===== config.mk =====
export PLATFORM = sky130hd
export DESIGN_NAME = fullchip_ctrl_flat
export DESIGN_NICKNAME = d
export VERILOG_FILES = /design/src/rtl/fullchip_pkg.sv /design/src/rtl/fullchip_if.sv /design/src/rtl/fullchip_ctrl_cnt.sv /design/src/rtl/fullchip_ctrl.sv /design/src/flat_wrapper.sv
export SDC_FILE = /design/constraint.sdc
export NUM_CORES = 1
export LEC_CHECK = 0
export ABC_AREA = 1
export CAP_MARGIN = 20
export CORE_MARGIN = 4
export CORE_UTILIZATION = 41
export CTS_CLUSTER_DIAMETER = 100
export CTS_CLUSTER_SIZE = 28
export DETAILED_ROUTE_END_ITERATION = 10
export PLACE_DENSITY = 0.86
export SLEW_MARGIN = 20
export SYNTH_ARGS = -nofsm -noshare
export SYNTH_HDL_FRONTEND = slang
export SYNTH_HIERARCHICAL = 1
export SYNTH_SLANG_ARGS = --single-unit

===== constraint.sdc =====
create_clock -name clk -period 2.78 [get_ports clk]
set_clock_uncertainty 0.15 [all_clocks]
set_input_delay 0.556 -clock clk [delete_from_list [all_inputs] [get_ports clk]]
set_output_delay 0.556 -clock clk [all_outputs]
set_load 0.1 [all_outputs]

===== src/rtl/fullchip_pkg.sv =====
// Shared definitions for the fullchip controller: FSM encoding, instruction
// bit positions and default run geometry.
package fullchip_pkg;

    localparam int DEF_TOTAL_CYCLE = 8;
    localparam int DEF_COL         = 8;
    localparam int DEF_BW          = 8;
    localparam int DEF_PR          = 8;
    localparam int DEF_GAP         = 10;

    localparam int CNT_W  = 8;
    localparam int ADD_W  = 4;
    localparam int INST_W = 17;

    localparam int INST_OFIFO_RD = 16;
    localparam int INST_QK_ADD   = 12;
    localparam int INST_P_ADD    = 8;
    localparam int INST_EXECUTE  = 7;
    localparam int INST_LOAD     = 6;
    localparam int INST_QMEM_RD  = 5;
    localparam int INST_QMEM_WR  = 4;
    localparam int INST_KMEM_RD  = 3;
    localparam int INST_KMEM_WR  = 2;
    localparam int INST_PMEM_RD  = 1;
    localparam int INST_PMEM_WR  = 0;

    typedef enum logic [3:0] {
        ST_IDLE  = 4'd0,
        ST_QWR   = 4'd1,
        ST_KWR   = 4'd2,
        ST_KLOAD = 4'd3,
        ST_KTAIL = 4'd4,
        ST_GAP1  = 4'd5,
        ST_EXEC  = 4'd6,
        ST_GAP2  = 4'd7,
        ST_OFIFO = 4'd8,
        ST_PRD   = 4'd9,
        ST_DONE  = 4'd10
    } state_e;

endpackage


===== src/rtl/fullchip_if.sv =====
// Host word channel: valid/ready handshake carrying one Q or K vector per beat.
interface fullchip_if
    import fullchip_pkg::*;
#(
    parameter int DW = DEF_PR * DEF_BW
);
    logic          in_valid;
    logic          in_ready;
    logic [DW-1:0] in_data;

    modport master (output in_valid, output in_data, input in_ready);
    modport slave  (input in_valid, input in_data, output in_ready);
endinterface


===== src/rtl/fullchip_ctrl_cnt.sv =====
// Shared phase counter: loadable up-counter with a terminal-count compare.
module fullchip_ctrl_cnt
    import fullchip_pkg::*;
#(
    parameter int W = CNT_W
) (
    input  logic         clk,
    input  logic         reset,
    input  logic         load,
    input  logic [W-1:0] load_val,
    input  logic         inc,
    input  logic [W-1:0] term,
    output logic [W-1:0] cnt,
    output logic         tc
);
    logic [W-1:0] cnt_r;

    // load wins over increment so a phase change always restarts the count
    always_ff @(posedge clk or negedge reset) begin
        if (!reset) begin
            cnt_r <= {W{1'b0}};
        end else if (load) begin
            cnt_r <= load_val;
        end else if (inc) begin
            cnt_r <= cnt_r + W'(1);
        end else begin
            cnt_r <= cnt_r;
        end
    end

    assign cnt = cnt_r;
    assign tc  = (cnt_r == term);
endmodule


===== src/rtl/fullchip_ctrl.sv =====
// Run sequencer for the attention datapath: loads Q/K from the host, then steps
// through K load, execute, output FIFO drain and psum readback.
module fullchip_ctrl
    import fullchip_pkg::*;
#(
    parameter int total_cycle = DEF_TOTAL_CYCLE,
    parameter int col         = DEF_COL,
    parameter int bw          = DEF_BW,
    parameter int pr          = DEF_PR,
    parameter int gap         = DEF_GAP
) (
    input  logic                clk,
    input  logic                reset,
    input  logic                start,
    input  logic                abort,
    fullchip_if.slave           host,
    output logic [pr*bw-1:0]    mem_in,
    output logic [INST_W-1:0]   inst,
    output logic                busy,
    output logic                out_valid,
    output logic                done
);
    localparam logic [CNT_W-1:0] TC_Q     = CNT_W'(total_cycle - 1);
    localparam logic [CNT_W-1:0] TC_K     = CNT_W'(col - 1);
    localparam logic [CNT_W-1:0] TC_KLOAD = CNT_W'(col + 1);
    localparam logic [CNT_W-1:0] TC_GAP   = CNT_W'(gap - 1);
    localparam logic [CNT_W-1:0] TC_RUN   = CNT_W'(total_cycle);

    state_e             state_r, state_nxt_s;
    logic [CNT_W-1:0]   cnt_s, term_s;
    logic [ADD_W-1:0]   cnt_m1_s;
    logic               tc_s, cnt_load_s, cnt_inc_s, accept_s, abort_s;
    logic [INST_W-1:0]  inst_dec_s, inst_r;
    logic [pr*bw-1:0]   mem_in_r;
    logic               busy_r, in_ready_r, out_valid_r, done_r, prd_rd_r;

    assign abort_s  = abort && (state_r != ST_IDLE);
    assign accept_s = host.in_valid && in_ready_r && !abort_s;
    assign cnt_m1_s = cnt_s[ADD_W-1:0] - 4'd1;

    fullchip_ctrl_cnt #(.W(CNT_W)) u_cnt (
        .clk      (clk),
        .reset    (reset),
        .load     (cnt_load_s),
        .load_val ({CNT_W{1'b0}}),
        .inc      (cnt_inc_s),
        .term     (term_s),
        .cnt      (cnt_s),
        .tc       (tc_s)
    );

    // last count value of each phase
    always_comb begin
        term_s = {CNT_W{1'b0}};
        case (state_r)
            ST_QWR:             term_s = TC_Q;
            ST_KWR:             term_s = TC_K;
            ST_KLOAD:           term_s = TC_KLOAD;
            ST_GAP1, ST_GAP2:   term_s = TC_GAP;
            ST_EXEC, ST_PRD:    term_s = TC_RUN;
            ST_OFIFO:           term_s = TC_Q;
            default:            term_s = {CNT_W{1'b0}};
        endcase
    end

    // next state and counter control; every transition reloads the counter
    always_comb begin
        state_nxt_s = state_r;
        cnt_load_s  = 1'b0;
        cnt_inc_s   = 1'b0;
        if (abort_s) begin
            state_nxt_s = ST_IDLE;
            cnt_load_s  = 1'b1;
        end else begin
            case (state_r)
                ST_IDLE: begin
                    if (start) begin
                        state_nxt_s = ST_QWR;
                        cnt_load_s  = 1'b1;
                    end else begin
                        state_nxt_s = ST_IDLE;
                    end
                end
                ST_QWR, ST_KWR: begin
                    if (accept_s && tc_s) begin
                        state_nxt_s = (state_r == ST_QWR) ? ST_KWR : ST_KLOAD;
                        cnt_load_s  = 1'b1;
                    end else begin
                        cnt_inc_s = accept_s;
                    end
                end
                ST_KLOAD, ST_GAP1, ST_EXEC, ST_GAP2, ST_OFIFO, ST_PRD: begin
                    if (tc_s) begin
                        case (state_r)
                            ST_KLOAD: state_nxt_s = ST_KTAIL;
                            ST_GAP1:  state_nxt_s = ST_EXEC;
                            ST_EXEC:  state_nxt_s = ST_GAP2;
                            ST_GAP2:  state_nxt_s = ST_OFIFO;
                            ST_OFIFO: state_nxt_s = ST_PRD;
                            default:  state_nxt_s = ST_DONE;
                        endcase
                        cnt_load_s = 1'b1;
                    end else begin
                        cnt_inc_s = 1'b1;
                    end
                end
                ST_KTAIL: begin
                    state_nxt_s = ST_GAP1;
                    cnt_load_s  = 1'b1;
                end
                default: begin
                    state_nxt_s = ST_IDLE;
                    cnt_load_s  = 1'b1;
                end
            endcase
        end
    end

    // instruction for the current state/count, registered below
    always_comb begin
        inst_dec_s = {INST_W{1'b0}};
        case (state_r)
            ST_QWR, ST_KWR: begin
                if (accept_s) begin
                    inst_dec_s[(state_r == ST_QWR) ? INST_QMEM_WR : INST_KMEM_WR] = 1'b1;
                    inst_dec_s[INST_QK_ADD +: ADD_W] = cnt_s[ADD_W-1:0];
                end else begin
                    inst_dec_s = {INST_W{1'b0}};
                end
            end
            ST_KLOAD: begin
                inst_dec_s[INST_LOAD]    = 1'b1;
                inst_dec_s[INST_KMEM_RD] = (cnt_s >= CNT_W'(1));
                if (cnt_s < CNT_W'(2)) begin
                    inst_dec_s[INST_QK_ADD +: ADD_W] = 4'd0;
                end else begin
                    inst_dec_s[INST_QK_ADD +: ADD_W] = cnt_m1_s;
                end
            end
            ST_KTAIL: inst_dec_s[INST_LOAD] = 1'b1;
            ST_EXEC: begin
                inst_dec_s[INST_EXECUTE] = 1'b1;
                inst_dec_s[INST_QMEM_RD] = 1'b1;
                inst_dec_s[INST_QK_ADD +: ADD_W] = cnt_s[ADD_W-1:0];
            end
            ST_OFIFO: begin
                inst_dec_s[INST_OFIFO_RD] = 1'b1;
                inst_dec_s[INST_PMEM_WR]  = 1'b1;
                inst_dec_s[INST_P_ADD +: ADD_W] = cnt_s[ADD_W-1:0];
            end
            ST_PRD: begin
                inst_dec_s[INST_PMEM_RD] = 1'b1;
                inst_dec_s[INST_P_ADD +: ADD_W] = cnt_s[ADD_W-1:0];
            end
            default: inst_dec_s = {INST_W{1'b0}};
        endcase
    end

    // state register and all registered outputs
    always_ff @(posedge clk or negedge reset) begin
        if (!reset) begin
            state_r     <= ST_IDLE;
            inst_r      <= {INST_W{1'b0}};
            mem_in_r    <= {(pr*bw){1'b0}};
            busy_r      <= 1'b0;
            in_ready_r  <= 1'b0;
            out_valid_r <= 1'b0;
            done_r      <= 1'b0;
            prd_rd_r    <= 1'b0;
        end else begin
            state_r    <= state_nxt_s;
            busy_r     <= (state_nxt_s != ST_IDLE);
            in_ready_r <= (state_nxt_s == ST_QWR) || (state_nxt_s == ST_KWR);
            done_r     <= (state_nxt_s == ST_DONE);
            if (abort_s) begin
                inst_r      <= {INST_W{1'b0}};
                prd_rd_r    <= 1'b0;
                out_valid_r <= 1'b0;
            end else begin
                inst_r      <= inst_dec_s;
                // psum SRAM returns data one cycle after the read instruction
                prd_rd_r    <= (state_r == ST_PRD) && (cnt_s < TC_RUN);
                out_valid_r <= prd_rd_r;
            end
            if (accept_s) begin
                mem_in_r <= host.in_data;
            end else begin
                mem_in_r <= mem_in_r;
            end
        end
    end

    assign host.in_ready = in_ready_r;
    assign mem_in        = mem_in_r;
    assign inst          = inst_r;
    assign busy          = busy_r;
    assign out_valid     = out_valid_r;
    assign done          = done_r;
endmodule


===== src/flat_wrapper.sv =====
// flat-port wrapper written by rule: the top's interface ports become plain ports
module fullchip_ctrl_flat import fullchip_pkg::*;
#(
    parameter int total_cycle = DEF_TOTAL_CYCLE,
    parameter int col         = DEF_COL,
    parameter int bw          = DEF_BW,
    parameter int pr          = DEF_PR,
    parameter int gap         = DEF_GAP
)
  (clk, reset, start, abort, mem_in, inst, busy, out_valid, done, host_in_valid, host_in_data, host_in_ready);
  fullchip_if #(.DW((64))) host_i ();
  input  logic clk;
  input  logic reset;
  input  logic start;
  input  logic abort;
  output logic [pr*bw-1:0] mem_in;
  output logic [INST_W-1:0] inst;
  output logic busy;
  output logic out_valid;
  output logic done;
  input wire logic [$bits(host_i.in_valid)-1:0] host_in_valid;
  input wire logic [$bits(host_i.in_data)-1:0] host_in_data;
  output wire logic [$bits(host_i.in_ready)-1:0] host_in_ready;
  assign host_i.in_valid = host_in_valid;
  assign host_i.in_data = host_in_data;
  assign host_in_ready = host_i.in_ready;
  fullchip_ctrl #(.total_cycle(total_cycle), .col(col), .bw(bw), .pr(pr), .gap(gap)) u_core (.clk(clk), .reset(reset), .start(start), .abort(abort), .host(host_i), .mem_in(mem_in), .inst(inst), .busy(busy), .out_valid(out_valid), .done(done));
endmodule

==> qor.yml, run 1 <==
yosys-top-cells-area: "dfrtp_1, mux2_4, nand2_1, mux2_2, inv_1"
overflow: 0
finalHoldViolCount: 0
fp.dieArea_sq_um: 12860
yosysWarnings: 6
antenna_cells: 0
yosys.area.top_type: "dfrtp_1"
rsz0062_at_grt: "no"
maxSlewHeadroom_pct: 64.36
place_hpwl_um: 8524
ys_top_cells_by_count: "dfrtp_1, nand2_1, inv_1"
start_util_pct: 42.00
start_kind: "flop"
crit_path_start: "u_core/state_r[0]"
ant_nets: 0
setup_viol: 0
cpMostUsedCell: "nand2_1"
core_area_sq_um: 10840
root_buffer: "clkbuf_8"
critPathSlowestCell: "dfrtp_1"
drt-wirelength-per-cell_um: 15.42
cts_made_buffers: 9
status: "completed"
wl_um: 11190
htreeDepth: 3
maxSlewViolCount: 0
hp-class: "input port to asynchronous set/reset pin"
syn_area_per_cell_sq_um: 11.35
tightest_slew_ns: 0.5346
nNetsFinal: 660
async_flop_share_pct: 100.0
drv_cap: 0
cp.buffers_inverters: 3
reg2reg_from: "u_core/state_r[0]"
synth.most_common_cell: "dfrtp_1"
drive_above_1_share_pct: 35.32
ys_seq_area_share_pct: 53.31
dr_total_vias: 3490
detail_route.vias_per_cell: 4.807
drt_iter0_drc: 289
post-route-min-period_ns: 2.549
arrival_ns: 2.71
clock_latency_ns: 0.36
period_share_pct: 91.69
synth_seq_cells: 97
cp.required_ns: 2.94
area_growth_pct: 40.07
path_class: "flop to flop"
antenna_found_initial: 0
critPathMaxFanout: 8
fin_tns_setup_ns: 0
rows: 38
path_cells: "inv_2 -> ha_4 -> nand3_2 -> nand2_1 -> xor2_1 -> nor2_1 -> nand2_1 -> nor2_2 -> buf_4 -> a21oi_1 -> o311ai_2 -> buf_6 -> nor2_8 -> nand3_1 -> nand2_1"
cpLargestDelayFamily: "simple AND/OR/NAND/NOR gates"
slowest_delay_ns: 0.43
holdBufCountCts: 0
clock_sinks: 97
die_w_um: 113.4
firstDrtPassIters: 4
grtUsageTotal_pct: 17.77
grt_max_degree: 42
die_y_um: 113.4
grt_pass1_vias: 3690
clk_path_buf_depth: 2
end_kind: "flop"
synth_area_sq_um: 4553
fmax_ghz: 0.3923
clk_pin_slew_worst_paths_ns: 0.09
grt_pass1_wl_um: 18290
yosysUniqueCellTypes: 36
synthFlopType: "dfrtp_1"
drc: 0
cts_tree: "built"
ios: 154
synth-edff-count: 0
yosysTopAreaCellShare_pct: 53.31
gp_congestion: 0.9489
io_buffer_count: 153
synthCells: 401
## flip-flops by register name, indices dropped and copies added, names as in the netlist
| signal | cells |
|---|---|
| u_core/done | 1 |
| u_core/busy | 1 |
| u_core/out_valid | 1 |
| u_core/prd_rd_r | 1 |
| u_core/u_cnt/cnt | 8 |
| u_core/host.in_ready | 1 |
| u_core/inst | 16 |
| u_core/mem_in | 64 |
| u_core/state_r | 4 |
## layer usage
| metal | track usage, % | part of all wire, % |
|---|---|---|
| met5 | 0 | 0 |
| met4 | 7.372 | 2.2 |
| met3 | 3.926 | 6.6 |
| met2 | 30.77 | 52 |
| met1 | 21.48 | 39 |
## final timing paths
| kind | cells after the start | slack, ns | endpoint |
|---|---|---|---|
| hold reg to reg | 2 | 0.34 | u_core/out_valid |
| max in group asynchronous | 2 | 1.80 | u_core/state_r[3] |
| min in group clk | 2 | 0.34 | u_core/out_valid |
| setup / recovery | 15 | 0.23 | u_core/u_cnt/cnt[5] |
| hold / removal | 1 | 0.02 | u_core/mem_in[4] |
| setup reg to reg | 15 | 0.23 | u_core/u_cnt/cnt[5] |
## timing repair
item / in CTS / in global routing
gates cloned: 0 / 0
gates resized for setup: 1 / 9
setup buffers: 0 / 5
setup endpoints to repair: 4 / 12
pin swaps: 0 / 0
## cells by family after synthesis
kind of cell               share of synthesized area, %
adders and majority gates                         2.198
xor gates and xnor gates                          1.539
DFF                                               53.31
muxes                                             18.96
other                                           0.08236
buffers and inverters                             5.825
and+or+nand+nor                                   14.54
AOI/OAI and AO/OA                                 3.545
## per-stage QoR
stage	area [sq um]	worst slack, ns	instances	hold slack, ns	util, %
floorplan	4606	0.01760	415	0.1104	-
global placement	6126	0.1342	707	0.3136	56.51
detailed placement	6126	0.01586	707	0.3224	56.51
CTS	6311	0.03873	721	0.01716	58.22
global route	6377	0.03072	726	0.04834	58.83
finish	6377	0.2311	726	0.01935	58.83
## layout by cell type (no fill, tap or decap), drive strengths merged
cell type,netlist,layout
mux2,64,64
clkdlybuf4s50,0,67
nand3,24,24
o21bai,1,1
o211ai,1,1
nand2,86,86
o21ai,5,5
ha,8,8
conb,1,15
nor3,8,8
a221oi,1,1
buf,10,101
xnor2,1,1
inv,44,44
a21oi,4,4
bufinv,0,1
clkbuf,1,9
nand4,4,4
nor2,22,22
a22oi,6,6
clkinv,1,3
o22ai,3,3
dfrtp,97,97
xor2,7,7
o221ai,1,1
o311ai,1,1
clkinvlp,0,2
## final cells by class
type                            instances  area [sq um]
Fill cell                             855          4463
Sequential cell                        97          2430
Clock buffer                            9         123.9
Clock inverter                          5         58.81
Inverter                               45         168.9
Multi-Input combinational cell        262          1951
Timing Repair Buffer                  168          1470
Tap cell                              140         175.2
Power of run 1 is not shown: default switching activity piles up to over one toggle a cycle in this logic, so the estimate is an artifact.
==> inputs of run 2 (changes only) <==
Settings changed: PLACE_DENSITY 0.86 to 0.76.
==> run 2 against run 1 <==
Net effect:
- utilization rose by 0.092 points
- first-iteration DRC count decreased by 14%
- routed wire length increased by 1.4%
- critical path type unchanged
==> qor.yml, run 2 (synthesis gave the netlist of run 1 again) <==
path_class: "flop to flop"
fmax_ghz: 0.3952  # +0.72%
drc: 0  # unchanged
top_layer: "met4"
dr_total_vias: 3459  # -0.89%
route.met3.wl_um: 823  # +11%
end_kind: "flop"
crit_path_start: "u_core/state_r[0]"
arrival_ns: 2.69  # -0.02 ns
finalHoldViolCount: 0  # unchanged
post-route-min-period_ns: 2.531  # -0.01828 ns
critPathMaxFanout: 8  # unchanged
hold_depth: 2
multi_input_area_sq_um: 1954  # +0.19%
tightest_slew_ns: 0.5152  # -0.01937 ns
die_y_um: 113.4  # unchanged
cts_tree: "built"
maxSlewHeadroom_pct: 65.65  # +1.3 points
final_cell_mix: "dfrtp_1, buf_4, nand2_1"
stdcell_count: 725  # -0.14%
ios: 154  # unchanged
place_hpwl_um: 8538  # +0.17%
grt_pass1_wl_um: 18040  # -1.4%
worst_r2r_endpoint: "u_core/u_cnt/cnt[7]"
cpLargestDelayFamily: "simple AND/OR/NAND/NOR gates"
hold_end: "u_core/out_valid"
status: "completed"
cts_made_buffers: 9  # unchanged
antenna_found_initial: 0  # unchanged
wl_met1_um: 4867  # +11%
overflow: 0  # unchanged
start_kind: "flop"
ant_nets: 0  # unchanged
firstDrtPassIters: 4  # unchanged
core_area_sq_um: 10840  # unchanged
largest_register_ffs: 64  # unchanged
drive_above_1_share_pct: 35.04  # -0.28 points
grt_max_degree: 60  # +43%
fill_cells: 902  # +5.5%
wl_um: 11350  # +1.4%
cpMostUsedCell: "nand2_1"
hp-start: "u_core/prd_rd_r"
drt-wirelength-per-cell_um: 15.65  # +1.5%
detail_route.vias_per_cell: 4.771  # -0.75%
fp.dieArea_sq_um: 12860  # unchanged
path_cells: "inv_2 -> ha_4 -> nand3_2 -> nand2_1 -> xor2_1 -> nor2_1 -> nand2_1 -> nor2_1 -> buf_4 -> a21oi_1 -> o311ai_2 -> buf_6 -> nor2_8 -> nand3_1 -> nand2_1"
clock_sinks: 97  # unchanged
final_common_cell: "dfrtp_1"
grtUsageTotal_pct: 17.81  # +0.031 points
setup_viol: 0  # unchanged
nNetsFinal: 657  # -0.45%
area_growth_pct: 40.29
worstRegToRegCells: 15  # unchanged
reg2reg_from: "u_core/state_r[0]"
grt_pass1_vias: 3469  # -6.0%
start_util_pct: 42.00  # unchanged
met2WireLength_um: 5501  # -5.3%
holdWs_ns: 0.3334  # +0.3140 ns
maxSlewViolCount: 0  # unchanged
period_share_pct: 91.03  # -0.66 points
hp-class: "flop to flop"
cp.buffers_inverters: 3  # unchanged
drt_iter0_drc: 249  # -14%
slowest_delay_ns: 0.43  # about the same
gp_congestion: 0.9377  # -1.2%
die_w_um: 113.4  # unchanged
clk_path_buf_depth: 2  # unchanged
io_buffer_count: 153  # unchanged
clock_latency_ns: 0.36  # about the same
rrSetupSlack_ns: 0.25  # +0.02 ns
drv_cap: 0  # unchanged
cp.required_ns: 2.94  # about the same
dp.cells: 705  # -0.28%
htreeDepth: 3  # unchanged
critPathSlowestCell: "dfrtp_1"
root_buffer: "clkbuf_8"
clk_pin_slew_worst_paths_ns: 0.09  # about the same
antenna_cells: 0  # unchanged
seqCellArea_sq_um: 2430  # unchanged
rows: 38  # unchanged
run 2: cell count changes in the layout (fill, tap and decap cells not counted):
cell / change
o221ai_1: -1
dlygate4sd3_1: +1
o221ai_2: +1
nor2_2: -1
nor2_1: +1
inv_8: +2
clkinv_2: -1
buf_4: -4
inv_6: +1
run 2: how the worst max path moves through the flow:
stage	to	slack [ns]	depth (start not counted)
after floorplan	u_core/u_cnt/cnt[3]	0.02	18
after global placement	u_core/u_cnt/cnt[3]	0.16	18
after detailed placement	u_core/u_cnt/cnt[7]	0.06	15
after CTS	u_core/u_cnt/cnt[7]	0.02	15
after global routing	u_core/u_cnt/cnt[5]	-0.02	17
final	u_core/u_cnt/cnt[7]	0.25	15
run 2: what timing repair did:
item,in CTS,in global routing
setup buffers,0,3
gates resized for setup,0,10
hold buffers,1,0
endpoints found under the setup margin,0,14
hold endpoints to repair,11,0
run 2: routing by layer:
layer | vias up | global-route usage [%]
li1 | 1661 | -
met1 | 1667 | 23.58
met2 | 120 | 28.55
met3 | 11 | 4.191
met4 | 0 | 6.811
met5 | - | 0
run 2: worst reg2reg max path, delay by kind of cell (launching register included):
family	cells	cell delay, ns
flops	1	0.43
xor+xnor	1	0.18
fa+ha+maj	1	0.19
buf+inv	3	0.46
compound gates	2	0.31
simple gates	8	0.76
run 2: area by class of cell:
class	count	share of cell area [%]
clock buffer	9	1.939
clock inverter	7	1.332
inverter	45	2.644
multi-input combinational	262	30.60
sequential	97	38.04
tap	140	2.742
timing repair buffer	165	22.70
run 2: metrics by stage:
| stage | setup TNS, ns | worst slack, ns | utilization (%) | cell area, sq um |
|---|---|---|---|---|
| floorplan | 0 | 0.01760 | - | 4606 |
| global placement | 0 | 0.1561 | 56.37 | 6111 |
| detailed placement | 0 | 0.05624 | 56.37 | 6111 |
| CTS | 0 | 0.02209 | 58.39 | 6330 |
| global route | -0.01707 | -0.01707 | 58.92 | 6387 |
| finish | 0 | 0.2493 | 58.92 | 6387 |
Power of run 2 is left out for the same reason.
==> inputs of run 3 (changes only) <==
Settings changed: CORE_MARGIN 4 to 2, PLACE_DENSITY 0.76 to 0.77, SYNTH_HIERARCHICAL 1 to not set.
==> run 3 against run 2 <==
Net effect:
- final cell count grew 12%
- routed wire length up 3.5%
- cell area down 5.4%
- sequential share of layout area up 1.7 points
- global-route usage rose by 2.6 points
- register-to-register slack better by 0.08 ns
- critical endpoint is now u_core.u_cnt.cnt[3]
- utilization down 0.40 points
- critical path depth fell by 3
- setup slack improved by 0.082 ns
- hold slack lost 0.27 ns
- area after synthesis is 4.6% lower
- first-iteration DRC count rose by 32%
==> qor.yml, run 3 <==
drc: 0  # unchanged
post-route-min-period_ns: 2.449  # -0.08157 ns
io_buffer_count: 153  # unchanged
nNetsFinal: 748  # +14%
antenna_cells: 0  # unchanged
path_class: "flop to flop"
core_area_sq_um: 10320  # -4.8%
reg2reg_from: "u_core.state_r[0]"
ant_nets: 0  # unchanged
synth.most_common_cell: "nand2_1"
period_share_pct: 88.10  # -2.9 points
rows: 37  # -2.6%
synthCells: 520  # +30%
fin_tns_setup_ns: 0  # unchanged
maxSlewHeadroom_pct: 55.68  # -10 points
clock_sinks: 96  # -1.0%
ios: 154  # unchanged
synth_compound_area_share_pct: 3.514  # -0.031 points
cts_tree: "built"
die_y_um: 106.9  # -5.7%
synth_area_sq_um: 4344  # -4.6%
final_cell_mix: "nand2_1, dfrtp_1, buf_4"
yosys.area.top_type: "dfrtp_1"
detail_route.vias_per_cell: 4.908  # +2.9%
hp-class: "input port to asynchronous set/reset pin"
setup_viol: 0  # unchanged
drv_cap: 0  # unchanged
crit_path_start: "u_core.state_r[0]"
grt_pass1_vias: 3729  # +7.5%
ctsResizeCount: 0  # unchanged
syn_area_per_cell_sq_um: 8.354  # -26%
dr_total_vias: 3985  # +15%
arrival_ns: 2.61  # -0.08 ns
yosysUniqueCellTypes: 35  # -2.8%
yosys-top-cells-area: "dfrtp_1, nand2_1, inv_1, ha_1, nand3_1"
clk_pin_slew_worst_paths_ns: 0.10  # about the same
post_cts_buffers: 0  # unchanged
synth-xor-area-share_pct: 1.210  # -0.33 points
grtUsageTotal_pct: 20.44  # +2.6 points
largest_register_ffs: 64  # unchanged
holdBufCountCts: 0  # -1
grt_pass1_wl_um: 18280  # +1.3%
yosysTopAreaCellShare_pct: 55.30  # +2.0 points
status: "completed"
grt_max_degree: 66  # +10%
htreeDepth: 3  # unchanged
clk_path_buf_depth: 2  # unchanged
place_hpwl_um: 8729  # +2.2%
fill_cells: 897  # -0.55%
firstDrtPassIters: 5  # +1
synth_fa_ha_area_share_pct: 2.304  # +0.11 points
async_flop_share_pct: 100.0  # unchanged
ys_top_cells_by_count: "nand2_1, dfrtp_1, inv_1"
overflow: 0  # unchanged
ys_seq_area_share_pct: 55.30  # +2.0 points
maxSlewViolCount: 0  # unchanged
end_kind: "flop"
synth-simple-area-share_pct: 31.60  # +17 points
antenna_found_initial: 0  # unchanged
final_common_cell: "nand2_1"
start_util_pct: 42.08  # +0.078 points
cts_made_buffers: 9  # unchanged
seqCellArea_sq_um: 2402  # -1.1%
start_kind: "flop"
drt_iter0_drc: 328  # +32%
fmax_ghz: 0.4083  # +3.3%
drive_above_1_share_pct: 20.27  # -15 points
drt-wirelength-per-cell_um: 14.46  # -7.6%
fp.dieArea_sq_um: 11440  # -11%
synth_top_family_by_area: "simple AND/OR/NAND/NOR gates"
synth-edff-count: 0  # unchanged
synth_seq_cells: 96  # -1.0%
tightest_slew_ns: 0.6648  # +0.1496 ns
synth.area.mux_share_pct: 0  # -19 points
synth_nets: 597
rsz0062_at_grt: "no"
finalHoldViolCount: 0  # unchanged
area_growth_pct: 39.08
multi_input_area_sq_um: 1678  # -14%
root_buffer: "clkbuf_8"
cp.required_ns: 2.94  # about the same
critPathMaxFanout: 8  # unchanged
yosysWarnings: 0  # -6
gp_congestion: 0.9079  # -3.2%
clock_latency_ns: 0.37  # about the same
wl_um: 11740  # +3.5%
synthFlopType: "dfrtp_1"
die_w_um: 106.9  # -5.7%
-- run 3: worst paths after layout --
check                                      end  slack, ns  depth (start not counted)
max                        u_core.u_cnt.cnt[3]       0.33                         12
min                            u_core.inst[12]       0.06                          1
max reg2reg                u_core.u_cnt.cnt[3]       0.33                         12
min reg2reg                   u_core.out_valid       0.33                          2
max in group asynchronous     u_core.mem_in[2]       1.76                          2
min in group clk              u_core.out_valid       0.33                          2
-- run 3: per-layer routing --
layer / track usage [%] / part of all wire, % / wire length [um]
met5: 0 / 0 / 0
met3: 4.620 / 7.5 / 883
met2: 34.03 / 47 / 5565
met4: 8.627 / 2.9 / 339
met1: 25.69 / 42 / 4952
-- run 3: cell type report --
class,count,share of cell area [%]
flip-flops and latches,96,39.76
well taps,136,2.816
clock buffers,9,2.050
multi-input cells,360,27.77
inverters,46,2.899
repair buffers,158,22.61
clock inverters,7,2.092
-- run 3: cell families (layout without fill, tap and decap cells) --
group                      Yosys count  in the layout
AOI/OAI and AO/OA                   27             27
adders and majority gates            8              8
xor gates and xnor gates             6              6
buffers and inverters               64            220
and+or+nand+nor                    319            319
DFF                                 96             96
-- run 3: critical path: stages, from the launching register on --
cell and delay (ns):
dfrtp_1 0.43, inv_1 0.16, ha_1 0.26, nand2_1 0.17
nand2_2 0.20, nand3_2 0.13, nor2_2 0.14, nor2_1 0.09
inv_1 0.06, nand2_1 0.10, nor3_1 0.24, o21ai_0 0.13
a21oi_1 0.12
-- run 3: metrics by stage --
| step | utilization (%) | setup WS, ns | hold WS [ns] | cell area, sq um | cells |
|---|---|---|---|---|---|
| after global placement | 56.10 | 0.4208 | 0.3054 | 5792 | 796 |
| after detailed placement | 56.10 | 0.3279 | 0.3126 | 5792 | 796 |
| final | 58.53 | 0.3309 | 0.05841 | 6042 | 812 |
| after global routing | 58.53 | 0.2237 | 0.09402 | 6042 | 812 |
| after CTS | 58.53 | 0.3856 | 0.06164 | 6042 | 812 |
| after floorplan | - | 0.7163 | 0.1104 | 4344 | 520 |
Power of run 3 is left out for the same reason.
